[src/rtl/scroll_pkg.sv]
`default_nettype none
// ============================================================================
// Module      : scroll_pkg
// Description : Shared defaults and packed-lane slice helpers for the
//               horizontal lane scroller and its move-timer.
//               Optional feature macro used by the scroller: SCROLL_SPEEDUP_EN
// Revision    : 1.0 - initial release
// ============================================================================
package scroll_pkg;

    // Screen / timing defaults (25 MHz pixel clock, 640-pixel visible line)
    localparam int SCREEN_W_DEFAULT     = 640;
    localparam int BASE_PERIOD_DEFAULT  = 100000;
    localparam int MIN_PERIOD_DEFAULT   = 20000;

    // Packed-lane field widths
    localparam int LANES_DEFAULT        = 4;
    localparam int POS_W_DEFAULT        = 10;
    localparam int STEP_W_DEFAULT       = 3;
    localparam int CTR_W_DEFAULT        = 18;
    localparam int SCORE_W_DEFAULT      = 7;
    localparam int SCORE_SHIFT_DEFAULT  = 9;
    localparam int INIT_SPACING_DEFAULT = 160;

    // LSB of lane 'lane' inside a bus built from fields of 'width' bits
    function automatic int lane_lsb(input int lane, input int width);
        return lane * width;
    endfunction

endpackage : scroll_pkg
`default_nettype wire

[src/rtl/scroll_tick_gen.sv]
`default_nettype none
// ============================================================================
// Module      : scroll_tick_gen
// Description : Score-accelerated move timer. Emits a one-cycle combinational
//               tick strobe in the cycle the timer reaches period-1; the
//               consumer registers its outputs on that same edge, so the
//               first tick lands exactly 'period' cycles after reset.
//               Reusable for vertical scrollers.
//               Macro SCROLL_SPEEDUP_EN: when defined the period shrinks with
//               score; otherwise it is fixed at BASE_PERIOD.
// Ports       : clk      - system clock
//               rst_n    - asynchronous active-low reset
//               i_enable - 1 = timer counts, 0 = timer holds, no tick
//               i_score  - current score
//               o_tick   - move strobe (one cycle per period)
// Revision    : 1.0 - initial release
// ============================================================================
module scroll_tick_gen
    import scroll_pkg::*;
#(
    parameter int CTR_W       = CTR_W_DEFAULT,
    parameter int BASE_PERIOD = BASE_PERIOD_DEFAULT,
    parameter int MIN_PERIOD  = MIN_PERIOD_DEFAULT,
    parameter int SCORE_W     = SCORE_W_DEFAULT,
    parameter int SCORE_SHIFT = SCORE_SHIFT_DEFAULT
) (
    input  logic               clk,
    input  logic               rst_n,
    input  logic               i_enable,
    input  logic [SCORE_W-1:0] i_score,
    output logic               o_tick
);

    localparam logic [CTR_W:0]   c_base    = (CTR_W+1)'(BASE_PERIOD);
    localparam logic [CTR_W:0]   c_min     = (CTR_W+1)'(MIN_PERIOD);
    localparam logic [CTR_W:0]   c_one     = (CTR_W+1)'(1);
    localparam logic [CTR_W-1:0] c_tmr_one = (CTR_W)'(1);

    logic [CTR_W:0]   w_period;
    logic [CTR_W-1:0] timer_q;
    logic [CTR_W-1:0] timer_d;

`ifdef SCROLL_SPEEDUP_EN
    logic [CTR_W:0] w_reduction;
    logic [CTR_W:0] w_diff;

    // Subtraction is done one bit wider than the timer; a reduction larger
    // than the base period would wrap, so it is caught before subtracting.
    always_comb begin
        w_reduction = (CTR_W+1)'(i_score) << SCORE_SHIFT;
        w_diff      = c_base - w_reduction;
        if (w_reduction > c_base || w_diff < c_min) begin
            w_period = c_min;
        end else begin
            w_period = w_diff;
        end
    end
`else
    logic unused_score;

    assign unused_score = ^i_score;

    always_comb begin
        w_period = c_base;
    end
`endif

    // '>=' rather than '==' so a mid-count score rise that pulls period-1
    // below the current count fires on the very next edge instead of
    // letting the timer run the full width.
    always_comb begin
        timer_d = timer_q;
        o_tick  = 1'b0;
        if (i_enable) begin
            if ({1'b0, timer_q} >= (w_period - c_one)) begin
                o_tick  = 1'b1;
                timer_d = '0;
            end else begin
                timer_d = timer_q + c_tmr_one;
            end
        end
    end

    always_ff @(posedge clk or negedge rst_n) begin
        if (!rst_n) begin
            timer_q <= '0;
        end else begin
            timer_q <= timer_d;
        end
    end

endmodule : scroll_tick_gen
`default_nettype wire

[src/rtl/lane_scroller.sv]
`default_nettype none
// ============================================================================
// Module      : lane_scroller
// Description : Multi-lane horizontal obstacle scroller. One shared move
//               timer drives LANES position registers, each with its own
//               step and direction, wrapping modulo SCREEN_W.
//               Macro SCROLL_SPEEDUP_EN: when defined the move period
//               shortens with score; otherwise score is ignored.
// Ports       : clk        - system clock (25 MHz pixel clock)
//               rst_n      - asynchronous active-low reset
//               enable     - 1 = scrolling runs, 0 = timer/positions freeze
//               score      - current score
//               lane_dir   - per lane 1 = right, 0 = left
//               lane_step  - per-lane step, lane i at [i*STEP_W +: STEP_W]
//               h_pos      - per-lane x position, lane i at [i*POS_W +: POS_W]
//               move_tick  - one-cycle pulse on every move
//               lane_wrap  - one-cycle per-lane wrap pulse on a move
// Revision    : 1.0 - initial release
// ============================================================================
module lane_scroller
    import scroll_pkg::*;
#(
    parameter int LANES        = LANES_DEFAULT,
    parameter int POS_W        = POS_W_DEFAULT,
    parameter int SCREEN_W     = SCREEN_W_DEFAULT,
    parameter int STEP_W       = STEP_W_DEFAULT,
    parameter int CTR_W        = CTR_W_DEFAULT,
    parameter int BASE_PERIOD  = BASE_PERIOD_DEFAULT,
    parameter int MIN_PERIOD   = MIN_PERIOD_DEFAULT,
    parameter int SCORE_W      = SCORE_W_DEFAULT,
    parameter int SCORE_SHIFT  = SCORE_SHIFT_DEFAULT,
    parameter int INIT_SPACING = INIT_SPACING_DEFAULT
) (
    input  logic                    clk,
    input  logic                    rst_n,
    input  logic                    enable,
    input  logic [SCORE_W-1:0]      score,
    input  logic [LANES-1:0]        lane_dir,
    input  logic [LANES*STEP_W-1:0] lane_step,
    output logic [LANES*POS_W-1:0]  h_pos,
    output logic                    move_tick,
    output logic [LANES-1:0]        lane_wrap
);

    localparam logic [POS_W:0] c_screen = (POS_W+1)'(SCREEN_W);

    logic w_tick;
    logic move_tick_q;
    logic move_tick_d;

    scroll_tick_gen #(
        .CTR_W       (CTR_W),
        .BASE_PERIOD (BASE_PERIOD),
        .MIN_PERIOD  (MIN_PERIOD),
        .SCORE_W     (SCORE_W),
        .SCORE_SHIFT (SCORE_SHIFT)
    ) u_tick_gen (
        .clk      (clk),
        .rst_n    (rst_n),
        .i_enable (enable),
        .i_score  (score),
        .o_tick   (w_tick)
    );

    // Registered alongside the positions so sprite logic sees tick, wrap
    // and new position change on the same edge.
    always_comb begin
        move_tick_d = w_tick;
    end

    always_ff @(posedge clk or negedge rst_n) begin
        if (!rst_n) begin
            move_tick_q <= 1'b0;
        end else begin
            move_tick_q <= move_tick_d;
        end
    end

    assign move_tick = move_tick_q;

    generate
        for (genvar i = 0; i < LANES; i++) begin : g_lane
            localparam int             c_pos_lsb  = lane_lsb(i, POS_W);
            localparam int             c_step_lsb = lane_lsb(i, STEP_W);
            localparam logic [POS_W-1:0] c_pos_rst =
                POS_W'((i * INIT_SPACING) % SCREEN_W);

            logic [POS_W-1:0] pos_q;
            logic [POS_W-1:0] pos_d;
            logic             wrap_q;
            logic             wrap_d;
            logic [POS_W:0]   w_step;
            logic [POS_W:0]   w_pos;
            logic [POS_W:0]   w_sum;

            // Direction and step are only looked at under w_tick, so changes
            // between moves have no effect until the next move.
            always_comb begin
                w_step = (POS_W+1)'(lane_step[c_step_lsb +: STEP_W]);
                w_pos  = {1'b0, pos_q};
                w_sum  = w_pos + w_step;
                pos_d  = pos_q;
                wrap_d = 1'b0;
                if (w_tick) begin
                    if (lane_dir[i]) begin
                        if (w_sum >= c_screen) begin
                            pos_d  = POS_W'(w_sum - c_screen);
                            wrap_d = 1'b1;
                        end else begin
                            pos_d  = w_sum[POS_W-1:0];
                        end
                    end else begin
                        // pos < step cannot hit for step 0, so a zero step
                        // simply holds without wrapping.
                        if (w_pos < w_step) begin
                            pos_d  = POS_W'(w_pos + c_screen - w_step);
                            wrap_d = 1'b1;
                        end else begin
                            pos_d  = POS_W'(w_pos - w_step);
                        end
                    end
                end
            end

            always_ff @(posedge clk or negedge rst_n) begin
                if (!rst_n) begin
                    pos_q  <= c_pos_rst;
                    wrap_q <= 1'b0;
                end else begin
                    pos_q  <= pos_d;
                    wrap_q <= wrap_d;
                end
            end

            assign h_pos[c_pos_lsb +: POS_W] = pos_q;
            assign lane_wrap[i]              = wrap_q;
        end
    endgenerate

endmodule : lane_scroller
`default_nettype wire

[config.mk]
export PLATFORM = sky130hd
export DESIGN_NAME = lane_scroller
export DESIGN_NICKNAME = d
export VERILOG_FILES = /design/src/rtl/scroll_pkg.sv /design/src/rtl/scroll_tick_gen.sv /design/src/rtl/lane_scroller.sv
export SDC_FILE = /design/constraint.sdc
export NUM_CORES = 1
export LEC_CHECK = 0
export ABC_AREA = 1
export BUFFER_PORTS_ARGS = -buffer_cell sky130_fd_sc_hd__buf_2
export CORE_AREA = 5 5 116 118
export DETAILED_ROUTE_END_ITERATION = 16
export DIE_AREA = 0 0 121 123
export GPL_TIMING_DRIVEN = 0
export PLACE_DENSITY = 0.82
export SYNTH_ARGS = -nofsm -noshare
export SYNTH_HDL_FRONTEND = slang
export SYNTH_SLANG_ARGS = --single-unit
[constraint.sdc]
create_clock -name clk -period 2.8 [get_ports clk]
set_input_delay 0.42 -clock clk [delete_from_list [all_inputs] [get_ports clk]]
set_output_delay 0.42 -clock clk [all_outputs]
set_load 0.1 [all_outputs]
==> results.txt <==
----------------------------------------------------
[Run status]
  Outcome ... finished clean

[Logic synthesis]
  Post-synthesis instance area ... between 7000 and 8000 um^2
  Yosys reg bits ... 63
  Mean instance size in the synthesized netlist ... about 7 um^2
  Async set-or-reset flop fraction in the synthesized netlist ... 100.0%
  Nets in the synthesized netlist ... 1,222
  Count of warnings emitted by yosys ... 0
  Proportion of synthesized chip area in sequential cells ... 21.30%
  EDFF count, synth ... 0
  Distinct cell type count of the synthesized netlist ... 41
  Instance count of the mapped netlist ... 1,083
  Dominant synthesized flop cell ... sky130_fd_sc_hd__dfrtp_1

[Place]
  Cell count after placement ... 1,314
  Placer Congestion ... around 0.92
  Area of placed instances ... 7974 um^2
  Count of input and output buffers ... slightly below 60
  Pre-CTS setup slack ... -0.001978 ns
  Detail Placement HPWL ... 14,170 um

[Power]
  Post-layout power ... around 4.6 mW
  Leak ... 4.376 nW
  Internal power ... 2.475 mW
  IR drop worst, VDD ... approximately 0.34 mV
  Net switching power of the design ... 2.098 mW
  Proportion of power drawn by combinational gates ... around 47%
  Sequential power share ... between 20% and 30%
  Clk pwr share ... 26.6%
  Switching part of the total ... 45.88%
  Power per cell area ... 551.0 nW/um^2

[Detailed routing]
  Average detailed-routed wire length per instance ... 13.85 um
  Starting DRT DRC Count ... 436
  Wire length on met2 ... slightly below 9000 um
  Post-route antenna net violation count ... 0
  Max layer used ... met4
  Wire length on met1 ... 8231 um
  Vias ... 7,258
  DRT Pass-1 Iters ... 5
  Drc violations ... 0
  Detail-routed via count per cell ... 5.461
  Detailed Route WL ... between 15,000 and 20,000 um
  DR WL met3 ... 981 um

[Hold path]
  Worst hold path class ... primary input to async pin

[Cells and area]
  Area overhead of the layout relative to synthesis ... 11.44%
  Count of fill cells added during filler insertion ... between 1,000 and 1,500
  Commonest non-fill, non-tap cells in the layout ... sky130_fd_sc_hd__nand2_1, sky130_fd_sc_hd__inv_1, sky130_fd_sc_hd__nand3_1
  Non-filler cells, final ... 1,329
  Final design utilization ... 67.13%
  Most common cell after layout, fill and taps aside ... sky130_fd_sc_hd__nand2_1
  NumNets Final ... 1,292
  Final instance area ... 8299 um^2
  Antenna fix cells ... 0
  Sequential cell area ... around 1600 um^2
  Fraction of final layout cells sized beyond drive strength 1 ... between 10% and 20%
  Multi-input gate area ... 5114 um^2

[Clocking]
  H-Tree Level Count ... 3
  Num Clock Sinks ... 63
  TritonCTS clock tree ... yes
  Post-CTS clock slew at the launch and capture registers of the worst setup and hold paths ... 0.06 ns
  Number of buffers created by CTS ... 9
  Post-CTS setup buffer count ... 0
  Bufs on Longest Clock Path ... 2
  Worst-skew pair later-pin latency ... around 0.33 ns
  Root cell of the clock tree ... sky130_fd_sc_hd__clkbuf_16

[Floorplan]
  Die Span X ... 121 um
  Core box area ... about 12,000 um^2
  Cell row count ... 41
  Number of top-level design ports ... 71
  Initial core utilization ... roughly 60%
  Area of the die ... 14,880 um^2
  Die height ... approximately 120 um

[Worst setup path]
  Arrival time at the worst endpoint ... 2.90 ns
  Count of buffer and inverter cells on the critical path ... 1
  Kind of end point of the critical path ... flop
  Crit-path slowest cell ... sky130_fd_sc_hd__dfrtp_2
  Worst setup startpoint ... g_lane[2].pos_q[1]
  FF-to-FF Start ... g_lane[2].pos_q[1]
  CP Cell Sequence ... ha_1 > ha_1 > inv_1 > fa_1 > o21ai_0 > nand4_1 > nand3b_1 > nand3_1 > nand2_1 > nand2_1 > a22oi_1
  CP required ... 3.05 ns
  Max stage delay on crit path ... 0.45 ns
  Element type at the critical path start ... flop
  Critical-path maximum fanout ... 6
  Delay-heaviest family, CP ... adder cells
  Start-to-end type of the worst setup path ... flop to flop

[Timing]
  Final Cycle Share ... between 90% and 100%
  Setup violations, final ... 0
  Sum of negative setup slack ... 0 ns
  Max transition margin ... between 40% and 50%
  Post-layout worst setup margin ... 0.1413 ns
  Minimum period implied by the final worst setup slack ... between 2 and 3 ns
  Worst slew pin tran ... 0.8296 ns
  Minimum hold slack ... between 0.15 and 0.2 ns
  Final max-slew violation count ... 0
  Fin. Hold Viols ... 0
  Unrepaired setup endpoints after global routing ... no
  FMAX ... 376.1 MHz
  Skew final ... 0.005483 ns

[GRT]
  Overflow after GRT ... 0
  Maximum number of pins on one net before global-route repair ... 64
  Global-route usage over all layers ... 25.42%
  Wire length of the first global-routing pass ... 31,230 um
  Number of global-route vias before repair ... 6,865
  Antenna violations before repair ... 0

[Job]
  Max-capacitance violation count ... 0

----------------------------------------------------
## worst paths after layout
| check | cells past startpoint | slack (ns) | endpoint |
|---|---|---|---|
| hold / removal | 1 | 0.17 | g_lane[0].pos_q[6] |
| setup / recovery | 11 | 0.14 | g_lane[2].pos_q[9] |
| setup reg to reg | 11 | 0.14 | g_lane[2].pos_q[9] |
| hold reg to reg | 2 | 0.51 | u_tick_gen.timer_q[17] |
| max in group asynchronous | 1 | 2.01 | g_lane[2].pos_q[0] |
| min in group clk | 2 | 0.34 | u_tick_gen.timer_q[17] |
## cell usage after synthesis, types with 2 or more instances
cell / instances / area (um^2)
sky130_fd_sc_hd__nor3_1: 10 / 50.05
sky130_fd_sc_hd__dfstp_2: 8 / 210.2
sky130_fd_sc_hd__nor3b_2: 2 / 25.02
sky130_fd_sc_hd__xor2_1: 44 / 385.4
sky130_fd_sc_hd__nand3b_1: 4 / 30.03
sky130_fd_sc_hd__nor2_1: 86 / 322.8
sky130_fd_sc_hd__o21ai_0: 33 / 165.2
sky130_fd_sc_hd__o21ai_1: 23 / 115.1
sky130_fd_sc_hd__o211ai_1: 25 / 187.7
sky130_fd_sc_hd__fa_1: 16 / 320.3
sky130_fd_sc_hd__a211oi_1: 4 / 30.03
sky130_fd_sc_hd__a21oi_2: 2 / 17.52
sky130_fd_sc_hd__buf_6: 2 / 22.52
sky130_fd_sc_hd__a21oi_1: 42 / 210.2
sky130_fd_sc_hd__nor2_2: 4 / 25.02
sky130_fd_sc_hd__buf_2: 12 / 60.06
sky130_fd_sc_hd__xnor2_1: 5 / 43.79
sky130_fd_sc_hd__clkbuf_1: 7 / 26.28
sky130_fd_sc_hd__buf_4: 5 / 37.54
sky130_fd_sc_hd__inv_2: 19 / 71.32
sky130_fd_sc_hd__a22oi_1: 2 / 15.01
sky130_fd_sc_hd__o22ai_1: 2 / 12.51
sky130_fd_sc_hd__a21o_1: 3 / 22.52
sky130_fd_sc_hd__nand3_1: 98 / 490.5
sky130_fd_sc_hd__nand2_1: 274 / 1028
sky130_fd_sc_hd__nor3_2: 3 / 30.03
sky130_fd_sc_hd__nand2_2: 10 / 62.56
sky130_fd_sc_hd__nand3_2: 2 / 20.02
sky130_fd_sc_hd__inv_1: 142 / 533.0
sky130_fd_sc_hd__dfrtp_1: 55 / 1376
sky130_fd_sc_hd__ha_1: 97 / 1214
sky130_fd_sc_hd__a31oi_1: 15 / 93.84
sky130_fd_sc_hd__nand4_1: 19 / 118.9
## power groups by stage
stage	clock [mW]	combinational, mW	sequential [mW]
global route	1.27	2.38	1.24
detailed placement	0	2.12	1.22
floorplan	0	1.25	1.67
global placement	0	2.08	1.22
CTS	1.22	2.13	1.21
finish	1.22	2.14	1.21
## final cells by class
class | instances | share of cell area [%]
multi-input combinational | 831 | 61.62
sequential | 63 | 19.28
inverter | 162 | 7.327
timing repair buffer | 59 | 3.588
clock buffer | 11 | 2.925
tap | 172 | 2.593
buffer | 27 | 1.824
clock inverter | 4 | 0.8443
## kinds of logic after synthesis
kind of cell | count (synthesis) | synth area share, %
AOI/OAI and AO/OA | 153 | 11.91
adders and majority gates | 113 | 20.60
and+or+nand+nor | 515 | 30.01
xor gates and xnor gates | 50 | 5.981
DFF | 63 | 21.30
buffers and inverters | 189 | 10.20
## state kept, by name, indices dropped and copies added (netlist names)
signal and count:
move_tick 1, g_lane.wrap_q 4, u_tick_gen.timer_q 18, g_lane.pos_q 40
## what timing repair did
item / in CTS / in global routing
hold buffers: 0 / 0
endpoints found under the setup margin: 0 / 6
gates resized for setup: 0 / 5
## per-layer routing
layer  global-route usage [%]  vias up
li1                         -     3654
met1                    32.78     3360
met2                    44.56      212
met3                    3.843       32
met4                    7.011        0
met5                        0        -
Note: power is estimated with default switching activity, not from simulation.
